--- src/rtl/sap_ctrl_seq.sv ---
// SAP controller-sequencer: T1..T6 ring counter plus microcode decode of the bus/load strobes.
// Optional `CTRL_EARLY_END_EN shortens machine cycles whose trailing T-states are nops.
module sap_ctrl_seq (
    input  logic       clk,
    input  logic       async_reset_n,
    input  logic       run,
    input  logic [3:0] opcode,
    output logic [5:0] t_state,
    output logic       pc_inc,
    output logic       pc_oe_n,
    output logic       mar_ie_n,
    output logic       ram_oe_n,
    output logic       ir_ie_n,
    output logic       ir_oe_n,
    output logic       a_ie_n,
    output logic       a_oe_n,
    output logic       b_ie_n,
    output logic       alu_sub,
    output logic       alu_oe_n,
    output logic       out_ie_n,
    output logic       halted
);

    typedef enum logic [2:0] {
        ST_T1   = 3'd0,
        ST_T2   = 3'd1,
        ST_T3   = 3'd2,
        ST_T4   = 3'd3,
        ST_T5   = 3'd4,
        ST_T6   = 3'd5,
        ST_HALT = 3'd6
    } state_e;

    localparam logic [3:0] OP_LDA = 4'b0000;
    localparam logic [3:0] OP_ADD = 4'b0001;
    localparam logic [3:0] OP_SUB = 4'b0010;
    localparam logic [3:0] OP_OUT = 4'b1110;
    localparam logic [3:0] OP_HLT = 4'b1111;

    // Active-high view of the control word; pins are derived from it below.
    typedef struct packed {
        logic pc_inc;
        logic pc_oe;
        logic mar_ie;
        logic ram_oe;
        logic ir_ie;
        logic ir_oe;
        logic a_ie;
        logic a_oe;
        logic b_ie;
        logic alu_sub;
        logic alu_oe;
        logic out_ie;
    } ctrl_t;

    state_e state_q;
    state_e state_d;
    ctrl_t  ctrl;

`ifdef CTRL_EARLY_END_EN
    logic exec_long;
    assign exec_long = (opcode == OP_LDA) || (opcode == OP_ADD) || (opcode == OP_SUB);
`endif

    always_comb begin
        state_d = state_q;
        case (state_q)
            ST_T1:   state_d = run ? ST_T2 : ST_T1;
            ST_T2:   state_d = ST_T3;
            ST_T3:   state_d = ST_T4;
            ST_T4: begin
                if (opcode == OP_HLT) begin
                    state_d = ST_HALT;
                end
`ifdef CTRL_EARLY_END_EN
                else if (!exec_long) begin
                    state_d = ST_T1;
                end
`endif
                else begin
                    state_d = ST_T5;
                end
            end
            ST_T5: begin
`ifdef CTRL_EARLY_END_EN
                state_d = (opcode == OP_LDA) ? ST_T1 : ST_T6;
`else
                state_d = ST_T6;
`endif
            end
            ST_T6:   state_d = ST_T1;
            ST_HALT: state_d = ST_HALT;
            default: state_d = ST_T1;
        endcase
    end

    always_ff @(posedge clk or negedge async_reset_n) begin
        if (!async_reset_n) begin
            state_q <= ST_T1;
        end else begin
            state_q <= state_d;
        end
    end

    // Decode is gated by reset so nothing drives the bus while reset is held.
    always_comb begin
        ctrl = '0;
        if (async_reset_n) begin
            case (state_q)
                ST_T1: begin
                    if (run) begin
                        ctrl.pc_oe  = 1'b1;
                        ctrl.mar_ie = 1'b1;
                    end
                end
                ST_T2: ctrl.pc_inc = 1'b1;
                ST_T3: begin
                    ctrl.ram_oe = 1'b1;
                    ctrl.ir_ie  = 1'b1;
                end
                ST_T4: begin
                    case (opcode)
                        OP_LDA, OP_ADD, OP_SUB: begin
                            ctrl.ir_oe  = 1'b1;
                            ctrl.mar_ie = 1'b1;
                        end
                        OP_OUT: begin
                            ctrl.a_oe   = 1'b1;
                            ctrl.out_ie = 1'b1;
                        end
                        default: ;
                    endcase
                end
                ST_T5: begin
                    case (opcode)
                        OP_LDA: begin
                            ctrl.ram_oe = 1'b1;
                            ctrl.a_ie   = 1'b1;
                        end
                        OP_ADD, OP_SUB: begin
                            ctrl.ram_oe  = 1'b1;
                            ctrl.b_ie    = 1'b1;
                            ctrl.alu_sub = (opcode == OP_SUB);
                        end
                        default: ;
                    endcase
                end
                ST_T6: begin
                    if ((opcode == OP_ADD) || (opcode == OP_SUB)) begin
                        ctrl.alu_oe  = 1'b1;
                        ctrl.a_ie    = 1'b1;
                        ctrl.alu_sub = (opcode == OP_SUB);
                    end
                end
                default: ;
            endcase
        end
    end

    always_comb begin
        t_state = 6'b000000;
        case (state_q)
            ST_T1:   t_state = 6'b000001;
            ST_T2:   t_state = 6'b000010;
            ST_T3:   t_state = 6'b000100;
            ST_T4:   t_state = 6'b001000;
            ST_T5:   t_state = 6'b010000;
            ST_T6:   t_state = 6'b100000;
            default: t_state = 6'b000000;
        endcase
    end

    assign halted   = (state_q == ST_HALT);
    assign pc_inc   = ctrl.pc_inc;
    assign pc_oe_n  = ~ctrl.pc_oe;
    assign mar_ie_n = ~ctrl.mar_ie;
    assign ram_oe_n = ~ctrl.ram_oe;
    assign ir_ie_n  = ~ctrl.ir_ie;
    assign ir_oe_n  = ~ctrl.ir_oe;
    assign a_ie_n   = ~ctrl.a_ie;
    assign a_oe_n   = ~ctrl.a_oe;
    assign b_ie_n   = ~ctrl.b_ie;
    assign alu_sub  = ctrl.alu_sub;
    assign alu_oe_n = ~ctrl.alu_oe;
    assign out_ie_n = ~ctrl.out_ie;

endmodule

--- config.mk ---
export PLATFORM = sky130hd
export DESIGN_NAME = sap_ctrl_seq
export DESIGN_NICKNAME = d
export VERILOG_FILES = /design/src/rtl/sap_ctrl_seq.sv
export SDC_FILE = /design/constraint.sdc
export NUM_CORES = 1
export LEC_CHECK = 0
export BUFFER_PORTS_ARGS = -buffer_cell sky130_fd_sc_hd__clkbuf_2
export CAP_MARGIN = 20
export CORE_AREA = 2 2 39 41
export DETAILED_ROUTE_END_ITERATION = 8
export DIE_AREA = 0 0 41 43
export SLEW_MARGIN = 20
export SYNTH_ARGS = -nofsm -noshare
export SYNTH_HDL_FRONTEND = slang
export SYNTH_SLANG_ARGS = --single-unit
--- constraint.sdc ---
create_clock -name clk -period 1.7 [get_ports clk]
set_input_delay 0.17 -clock clk [delete_from_list [all_inputs] [get_ports clk]]
set_output_delay 0.17 -clock clk [all_outputs]
set_load 0.05 [all_outputs]
==> impl_results.md, run 1 <==
- First-pass GRT wire length: 1.669 mm
- Largest register FFs: 3
- Reg2reg start: state_q[2]$_DFF_PN0_
- CTS sink cnt: 3
- Proportion of synthesized area in mux cells: 0
- Placed cell area: 506.7 µm²
- Fin nets: 87
- Peak supply drop: 0.001088 V
- Setup slack, reg-to-reg: approximately 0.54 ns
- RSZ-0062 raised after global routing: yes
- Distinct cells, synth: 23
- Largest family of logic cells by synthesized area: simple AND/OR/NAND/NOR gates
- Syn_area_per_cell: 7.290 µm²
- Cell Area, Synth: between 300 and 400 µm²
- Vias: 445
- Wire per inst: 11.57 µm
- Finished Cell Area: roughly 630 µm²
- Hold-critical path depth: 3
- Die X: 41 µm
- Top flop regs: state_q x3
- Drt drc: 0
- DIE AREA: 0.001763 mm²
- DRT Pass-1 Iters: 3
- Row Count: 14
- Max Root-Sink Buffers: 2
- Worst hold-check path type: input pin to register
- Setup violations, final: 2
- Worst R2R End: state_q[0]$_DFF_PN0_
- Initial antenna violation count: 0
- H-tree depth: 1
- Post-route antenna net violation count: 0
- Ports: 26
- Nature of the critical path endpoint: output pin
- Leak pwr: 0.3037 nW
- Period utilisation layout: 1.030
- Port Buffers: 25
- Power Total: 1.152 mW
- Initial DRC Count: 2
- R2R depth: 5
- Vias in the first global route: 413
- Worst Path Required: between 1.5 and 2 ns
- Final WS setup: -0.05142 ns
- Clock root buffer: clkbuf_4
- Setup_tns: -0.05656 ns
- Sequential area share after synthesis: 0.2239
- Max cap viols: 0
- Clk_lat worst skew: 0.23 ns
- Final Hold Vio Count: 0
- HPWL after DPL: roughly 800 µm
- Post-synthesis simple-gate area fraction: 0.5448
- Critical Path Start Type: register
- Fmax achieved: 0.5710 GHz
- Core area: 0.001384 mm²
- CTS Buf Count: 3
- GRT Total Usage: 0.1406
- Post-Synth Adder-Cell Area: 0
- Fill count: 159
- Ant. Diodes: 0
- Top reg by flops: state_q
- Critical path class: register to output pin
- Worst Path Arrival: around 1.6 ns
- Post-synthesis compound-gate area fraction: 0.1343
- Worst Min Path Start: run
- Largest net degree at the start of global routing: 15
- Power Dens Cells: 1819 mW/mm²
- Syn Nets: 53
- Grt total ovfl: 0
- Post-Synthesis Cells: 46
- Clock transition at the registers of the reported paths: 0.04 ns
- Final min period: 1.751 ns
- #FFs+latches synth: 3
- Slew headroom: 0.8164
- Starting Density: 0.2423
- Fin. max-slew vios: 0
- Setup Skew: 0.0003963 ns
- XOR/XNOR Fraction of Synth Area: 0.02612
- Worst Max-Slew Pin Slew: 0.2766 ns
- Violated checks: negative setup slack
- Die H: 43 µm
- Outcome: finished with violations
- Synth warn: 0
- Area growth syn-to-layout: 88.81%
- Gpl congestion: 0.7387
- CP Max Fanout: 3
- Via/cell ratio: 4.684
- CTS tree: done
- Share of cells above drive strength 1: 0.5696
- WL final: 1.099 mm
- Worst Hold End: state_q[0]$_DFF_PN0_
## power breakdown
part / switching [mW] / internal [mW]
combinational: 0.579 / 0.296
clock: 0.0358 / 0.0879
sequential: 0.0419 / 0.111
## per-layer routing
layer / routed length, µm / share of wire / GRT usage / vias up
li1: - / - / - / 228
met1: 500 / 0.45 / 0.1672 / 205
met2: 556 / 0.51 / 0.2188 / 12
met3: 42 / 0.038 / 0.01571 / 0
met4: 0 / 0 / 0.1000 / 0
met5: 0 / 0 / 0 / -
## cells in the mapped netlist (all sizes together)
| library cell | count | area share |
|---|---|---|
| a211oi | 1 | 0.022 |
| a21o | 2 | 0.045 |
| a21oi | 3 | 0.045 |
| and2 | 4 | 0.075 |
| and3 | 2 | 0.037 |
| and3b | 1 | 0.026 |
| and4 | 1 | 0.026 |
| buf | 2 | 0.037 |
| clkbuf | 2 | 0.022 |
| dfrtp | 3 | 0.22 |
| inv | 1 | 0.011 |
| nand2 | 4 | 0.045 |
| nand3 | 3 | 0.045 |
| nand4 | 2 | 0.037 |
| nor2 | 4 | 0.045 |
| nor2b | 3 | 0.056 |
| nor3 | 3 | 0.045 |
| nor3b | 1 | 0.022 |
| nor4b | 1 | 0.045 |
| o211ai | 1 | 0.022 |
| or4b | 1 | 0.041 |
| xor2 | 1 | 0.026 |
## metrics by stage
step	worst slack, ns	utilization	hold slack (ns)	instances
after global placement	0.09472	0.3662	0.008022	86
after detailed placement	0.08730	0.3662	0.01466	86
after global routing	-0.1272	0.4575	0.3232	95
after CTS	-0.1037	0.4304	0.2992	91
final	-0.05142	0.4575	0.2957	95
after floorplan	-0.2949	-	-0.1256	46
## worst max path at each step
stage / slack, ns / startpoint / to / depth (start not counted)
2_1_floorplan: -0.29 / state_q[0]$_DFF_PN0_ / mar_ie_n / 4
3_3_place_gp: 0.09 / state_q[1]$_DFF_PN0_ / a_ie_n / 4
3_5_place_dp: 0.09 / state_q[1]$_DFF_PN0_ / a_ie_n / 4
4_1_cts: -0.10 / state_q[1]$_DFF_PN0_ / a_ie_n / 4
5_1_grt: -0.13 / state_q[1]$_DFF_PN0_ / a_ie_n / 4
6_report: -0.05 / state_q[1]$_DFF_PN0_ / a_ie_n / 4
## critical path: stages, from the launching register on
cell	delay, ns
dfrtp_1	0.37
or4b_4	0.50
nor4b_2	0.22
a21oi_1	0.08
clkbuf_8	0.19
## layout make-up
| cell class | instances | area, µm² | share of cell area |
|---|---|---|---|
| flip-flops and latches | 3 | 76.32 | 0.1206 |
| well taps | 16 | 20.02 | 0.03162 |
| repair buffers | 33 | 241.5 | 0.3814 |
| multi-input cells | 38 | 265.3 | 0.4190 |
| inverters | 1 | 3.754 | 0.005929 |
| clock buffers | 4 | 26.28 | 0.04150 |
## layout by cell type, fill, tap and decap left out, types with 2 or more instances in the layout
| cell | Yosys | layout |
|---|---|---|
| clkbuf_2 | 0 | 18 |
| buf_4 | 1 | 6 |
| nand2_1 | 4 | 4 |
| clkbuf_4 | 0 | 4 |
| nor2b_1 | 3 | 3 |
| nor2_1 | 4 | 3 |
| and2_1 | 4 | 3 |
| a21oi_1 | 3 | 3 |
| buf_8 | 0 | 3 |
| nor3_1 | 3 | 2 |
| a21o_1 | 2 | 2 |
| nand4_1 | 2 | 2 |
| nand3_1 | 3 | 2 |
| clkbuf_8 | 0 | 2 |
| dfrtp_1 | 3 | 2 |
## logic make-up (layout without fill, tap and decap cells)
kind of cell           after synthesis  count (layout)
AND/OR/NAND/NOR                     30              30
AO/OA/AOI/OAI                        7               7
buffers and inverters                5              38
flip-flops                           3               3
XOR/XNOR                             1               1
## what timing repair did
action                                 in CTS  in global routing
endpoints found under the hold margin       3                  0
hold buffers                                1                  0
gates resized for setup                    12                  7
buffers inserted                            0                  4
setup endpoints to repair                   6                  9
pin swaps                                   2                  1
Power figures use the tool's default switching activity.
==> inputs of run 2 (changes only) <==
--- a/config.mk
+++ b/config.mk
@@ -6,10 +6,10 @@
 export NUM_CORES = 1
 export LEC_CHECK = 0
 export BUFFER_PORTS_ARGS = -buffer_cell sky130_fd_sc_hd__clkbuf_2
-export CAP_MARGIN = 20
 export CORE_AREA = 2 2 39 41
 export DETAILED_ROUTE_END_ITERATION = 8
 export DIE_AREA = 0 0 41 43
+export SETUP_SLACK_MARGIN = 0.4
 export SLEW_MARGIN = 20
 export SYNTH_ARGS = -nofsm -noshare
 export SYNTH_HDL_FRONTEND = slang
==> impl_results.md, run 2 (synthesis gave the netlist of run 1 again) <==
- Setup_tns: -0.1605 ns
- Finished Cell Area: between 0.001 and 0.0015 mm²
- Setup violations, final: 3
- Core area: 0.001384 mm²
- Leak pwr: 0.4913 nW
- DIE AREA: roughly 0.0018 mm²
- Fin. max-slew vios: 0
- Grt total ovfl: 0
- DRT Pass-1 Iters: 4
- Largest net degree at the start of global routing: 13
- Most frequent cells in the layout: buf_8, buf_6, clkbuf_16, buf_4, clkbuf_2
- Outcome: finished with violations
- Die X: 41 µm
- Period utilisation layout: 1.045
- Clk_lat worst skew: 0.24 ns
- Fin nets: 100
- Post-route antenna net violation count: 0
- Largest register FFs: 3
- Initial antenna violation count: 0
- Peak supply drop: around 0.0013 V
- Ports: 26
- Fmax achieved: 0.5629 GHz
- Port Buffers: 25
- First-pass GRT wire length: about 2.6 mm
- Share of cells above drive strength 1: 0.8043
- Clk network pwr share: 0.063
- Row Count: 14
- Crit-path cells: or4b_4 -> a21oi_2 -> o211ai_1 -> clkbuf_8
- Combinational power share: 0.861
- CTS Buf Count: 3
- Switching share of power: 0.4608
- Final min period: 1.776 ns
- Initial DRC Count: 8
- Sequential Power Share: 0.077
- R2R depth: 6
- Max cap viols: 0
- CTS tree: done
- Setup Skew: roughly 0.0025 ns
- CP Max Fanout: 3
- Worst Path Arrival: 1.61 ns
- Reg2reg start: state_q[1]$_DFF_PN0_
- Max Root-Sink Buffers: 2
- Final WS setup: -0.07644 ns
- Vias: 570
- Clock transition at the registers of the reported paths: 0.04 ns
- RSZ-0062 raised after global routing: yes
- Worst Min Path Start: run
- Top flop regs: state_q x3
- Worst hold-check path type: input pin to register
- Starting Density: 0.2423
- Ant. Diodes: 0
- WL final: 1.891 mm
- Violated checks: negative setup slack
- Vias in the first global route: 565
- CTS sink cnt: 3
- Final Hold Vio Count: 0
- Sw Pwr: 935.2 µW
- Critical Path Start Type: register
- Wire per inst: between 15 and 20 µm
- H-tree depth: 1
- Nature of the critical path endpoint: output pin
- Hold-critical path depth: 3
- Crit path launch: state_q[1]$_DFF_PN0_
- Worst Max-Slew Pin Slew: 0.2240 ns
- Slew headroom: 0.8502
- GRT Total Usage: 0.2231
- Hold Slack: 0.2913 ns
- Cell internal pwr: 1.094 mW
- Drt drc: 0
- Die H: 43 µm
- Top reg by flops: state_q
- Worst Path Required: 1.53 ns
- HPWL after DPL: between 800 and 900 µm
- Power Dens Cells: 1828 mW/mm²
- Placed cell area: 536.8 µm²
- Critical path class: register to output pin
- Power Total: roughly 2 mW
- Area growth syn-to-layout: 231.0%
- Slowest stage delay, CP: 0.54 ns
- Gpl congestion: 0.7717
- Via/cell ratio: 5.278
- Slowest CP cell: or4b_4
- Clock root buffer: clkbuf_4
## run 2: cell count changes in the layout (fill, tap and decap cells not counted), moves of 3 or more
cell and change:
and2_1 -3, and2_4 +3, buf_6 +9, buf_8 +7
clkbuf_16 +7, clkbuf_2 -12, nor2_4 +3
## run 2: what timing repair did
item                       4_1_cts  5_1_grt
resized for setup               70       20
pin swaps                        3        6
hold buffers                     1        0
hold endpoints to repair         3        0
cloned                           0        0
setup buffers                   10        7
setup endpoints to repair       19       20
## run 2: cell type report
type	count	area, µm²
Timing Repair Buffer	46	611.8
Sequential cell	3	76.32
Fill cell	73	274.0
Clock buffer	4	26.28
Multi-Input combinational cell	38	371.6
Inverter	1	3.754
Tap cell	16	20.02
## run 2: worst paths after layout
path,endpoint,slack [ns]
setup / recovery,ram_oe_n,-0.08
hold / removal,state_q[0]$_DFF_PN0_,0.29
setup reg to reg,state_q[2]$_DFF_PN0_,0.33
hold reg to reg,state_q[1]$_DFF_PN0_,0.66
max in group asynchronous,state_q[0]$_DFF_PN0_,1.12
min in group asynchronous,state_q[1]$_DFF_PN0_,0.40
## run 2: power groups by stage
| stage | sequential (mW) | combinational, mW | clock (mW) |
|---|---|---|---|
| after CTS | 0.149 | 1.39 | 0.130 |
| after global placement | 0.152 | 0.809 | 0 |
| final | 0.155 | 1.75 | 0.127 |
| after global routing | 0.156 | 1.81 | 0.143 |
| after floorplan | 0.130 | 0.672 | 0 |
| after detailed placement | 0.152 | 0.819 | 0 |
## run 2: routing by layer
metal / track usage / up-vias / part of all wire
met5: 0 / - / 0
met2: 0.3938 / 38 / 0.56
met3: 0.07330 / 6 / 0.069
met4: 0.1067 / 0 / 0.021
li1: - / 256 / -
met1: 0.2129 / 270 / 0.35
## run 2: per-stage QoR
step,utilization,setup WS (ns),instances
after floorplan,-,-0.2468,46
after global placement,0.3879,0.1161,86
after detailed placement,0.3879,0.09615,86
after CTS,0.7134,-0.08373,101
after global routing,0.8020,-0.1213,108
final,0.8020,-0.07644,108
## run 2: worst max-delay path, delay by kind of cell, from the launching register on
family | cells | cell delay [ns]
simple gates | 1 | 0.54
flops | 1 | 0.37
compound gates | 2 | 0.25
buf+inv | 1 | 0.20
==> inputs of run 3 (changes only) <==
--- a/config.mk
+++ b/config.mk
@@ -5,10 +5,10 @@
 export SDC_FILE = /design/constraint.sdc
 export NUM_CORES = 1
 export LEC_CHECK = 0
-export BUFFER_PORTS_ARGS = -buffer_cell sky130_fd_sc_hd__clkbuf_2
 export CORE_AREA = 2 2 39 41
 export DETAILED_ROUTE_END_ITERATION = 8
 export DIE_AREA = 0 0 41 43
+export DONT_BUFFER_PORTS = 1
 export SETUP_SLACK_MARGIN = 0.4
 export SLEW_MARGIN = 20
 export SYNTH_ARGS = -nofsm -noshare
==> impl_results.md, run 3 (synthesis gave the netlist of run 1 again) <==
- Max cap viols: 0
- Worst Path Arrival: roughly 1.6 ns
- Worst Path Required: between 1.5 and 2 ns
- Hold Slack: between 0.15 and 0.2 ns
- Core area: 0.001384 mm²
- Combinational power share: 0.847
- Peak supply drop: 0.001206 V
- First-pass GRT wire length: 1.932 mm
- Violated checks: negative setup slack
- Vias in the first global route: 451
- Nature of the critical path endpoint: output pin
- Period utilisation layout: 1.034
- RSZ-0062 raised after global routing: yes
- R2R depth: 5
- Area growth syn-to-layout: 157.8%
- Initial antenna violation count: 0
- Largest net degree at the start of global routing: 8
- CP Max Fanout: 3
- Gpl congestion: around 0.73
- Critical Path Start Type: register
- Critical Path End: ram_oe_n
- GRT Total Usage: 0.1766
- Final WS setup: -0.05754 ns
- Row Count: 14
- Sw Pwr: ~890 µW
- Slew headroom: 0.6403
- CP Depth: 4
- Setup Skew: 0.0006961 ns
- Power Dens Cells: 2067 mW/mm²
- Fin nets: 81
- Initial DRC Count: 11
- DRT Pass-1 Iters: 4
- WL final: 1.462 mm
- Via/cell ratio: ~5.3
- Clock root buffer: clkbuf_4
- Critical path class: register to output pin
- Most frequent cells in the layout: buf_6, buf_4, and2_4, buf_8
- Drt drc: 0
- Switching share of power: 0.4974
- CTS sink cnt: 3
- Grt total ovfl: 0
- Setup violations, final: 3
- Setup_tns: -0.07938 ns
- Post-route antenna net violation count: 0
- HPWL after DPL: ~740 µm
- Top flop regs: state_q x3
- Slowest stage delay, CP: approximately 0.52 ns
- Buffer and inverter count on the worst path: 1
- Worst Max-Slew Pin Slew: 0.5377 ns
- Top reg by flops: state_q
- Outcome: finished with violations
- Placed cell area: 484.2 µm²
- Slowest CP cell: or4b_4
- Final Hold Vio Count: 0
- Reg2reg start: state_q[1]$_DFF_PN0_
- Starting Density: 0.2423
- DIE AREA: 0.001763 mm²
- H-tree depth: 1
- Sequential Power Share: 0.085
- Wire per inst: 16.43 µm
- Fmax achieved: roughly 0.57 GHz
- Fin util: 0.6248
- Final min period: 1.758 ns
- Share of cells above drive strength 1: 0.7397
- CTS Buf Count: 3
- Worst hold-check path type: input pin to register
- Clk_lat worst skew: 0.23 ns
- Finished Cell Area: 864.6 µm²
- Crit-path cells: or4b_4 -> a21oi_2 -> o211ai_1 -> buf_4
- CP delay by family, top: simple AND/OR/NAND/NOR gates
- Worst R2R End: state_q[2]$_DFF_PN0_
- Ports: 26
- Max Root-Sink Buffers: 2
- Leak pwr: between 0.3 and 0.4 nW
- Fin. max-slew vios: 0
- Ant. Diodes: 0
- Most common cell after layout, fill and taps aside: buf_6
- Crit path launch: state_q[1]$_DFF_PN0_
- Vias: between 400 and 500
- Largest register FFs: 3
- Cell internal pwr: 898.4 µW
- CTS tree: done
- Port Buffers: 0
- Die X: ~41 µm
- Setup slack, reg-to-reg: 0.45 ns
- Clk network pwr share: 0.068
- Die H: 43 µm
- Clock transition at the registers of the reported paths: 0.03 ns
## run 3: cell count changes in the layout (fill, tap and decap cells not counted), moves of 2 or more
| cell | delta |
|---|---|
| clkbuf_16 | -7 |
| clkbuf_8 | -3 |
| clkbuf_2 | -6 |
| buf_8 | -6 |
| nand2_2 | -2 |
| nand2_8 | +2 |
## run 3: final cells by class
class                      instances  area (µm²)
fill                             108       519.2
multi-input combinational         38       407.9
timing repair buffer              27       330.3
sequential                         3       76.32
clock buffer                       4       26.28
tap                               16       20.02
inverter                           1       3.754
## run 3: how the worst min path moves through the flow
stage                  start                   end  slack (ns)  cells after the start
2_1_floorplan  async_reset_n  state_q[0]$_DFF_PN0_       -0.13                      0
3_5_place_dp   async_reset_n  state_q[1]$_DFF_PN0_       -0.13                      0
6_report                 run  state_q[0]$_DFF_PN0_        0.18                      2
4_1_cts                  run  state_q[0]$_DFF_PN0_        0.17                      2
3_3_place_gp   async_reset_n  state_q[1]$_DFF_PN0_       -0.13                      0
5_1_grt                  run  state_q[0]$_DFF_PN0_        0.18                      2
## run 3: what timing repair did
action | CTS | global route
setup endpoints to repair | 19 | 19
hold buffers | 1 | 0
pin swaps | 11 | 5
cloned | 1 | 0
endpoints found under the hold margin | 3 | 0
setup buffers | 10 | 4
resized for setup | 39 | 8
## run 3: metrics by stage
| step | power [mW] | worst slack, ns | cells |
|---|---|---|---|
| 5_1_grt | 1.858 | -0.07889 | 89 |
| 6_report | 1.787 | -0.05754 | 89 |
| 4_1_cts | 1.624 | -0.04794 | 85 |
| 3_3_place_gp | 0.9384 | 0.1862 | 69 |
| 2_1_floorplan | 0.8019 | -0.2468 | 46 |
| 3_5_place_dp | 0.9467 | 0.1787 | 69 |
## run 3: power groups by stage
| stage | Sequential (mW) | Combinational (mW) | Clock (mW) |
|---|---|---|---|
| after global placement | 0.150 | 0.788 | 0 |
| after detailed placement | 0.153 | 0.794 | 0 |
| after global routing | 0.153 | 1.57 | 0.131 |
| final | 0.152 | 1.51 | 0.122 |
| after floorplan | 0.130 | 0.672 | 0 |
| after CTS | 0.148 | 1.35 | 0.127 |
## run 3: per-layer routing
metal | GRT usage | vias to the layer above | part of all wire
li1 | - | 221 | -
met1 | 0.1699 | 226 | 0.36
met2 | 0.3063 | 20 | 0.56
met3 | 0.03665 | 4 | 0.055
met4 | 0.1200 | 0 | 0.021
met5 | 0 | - | 0
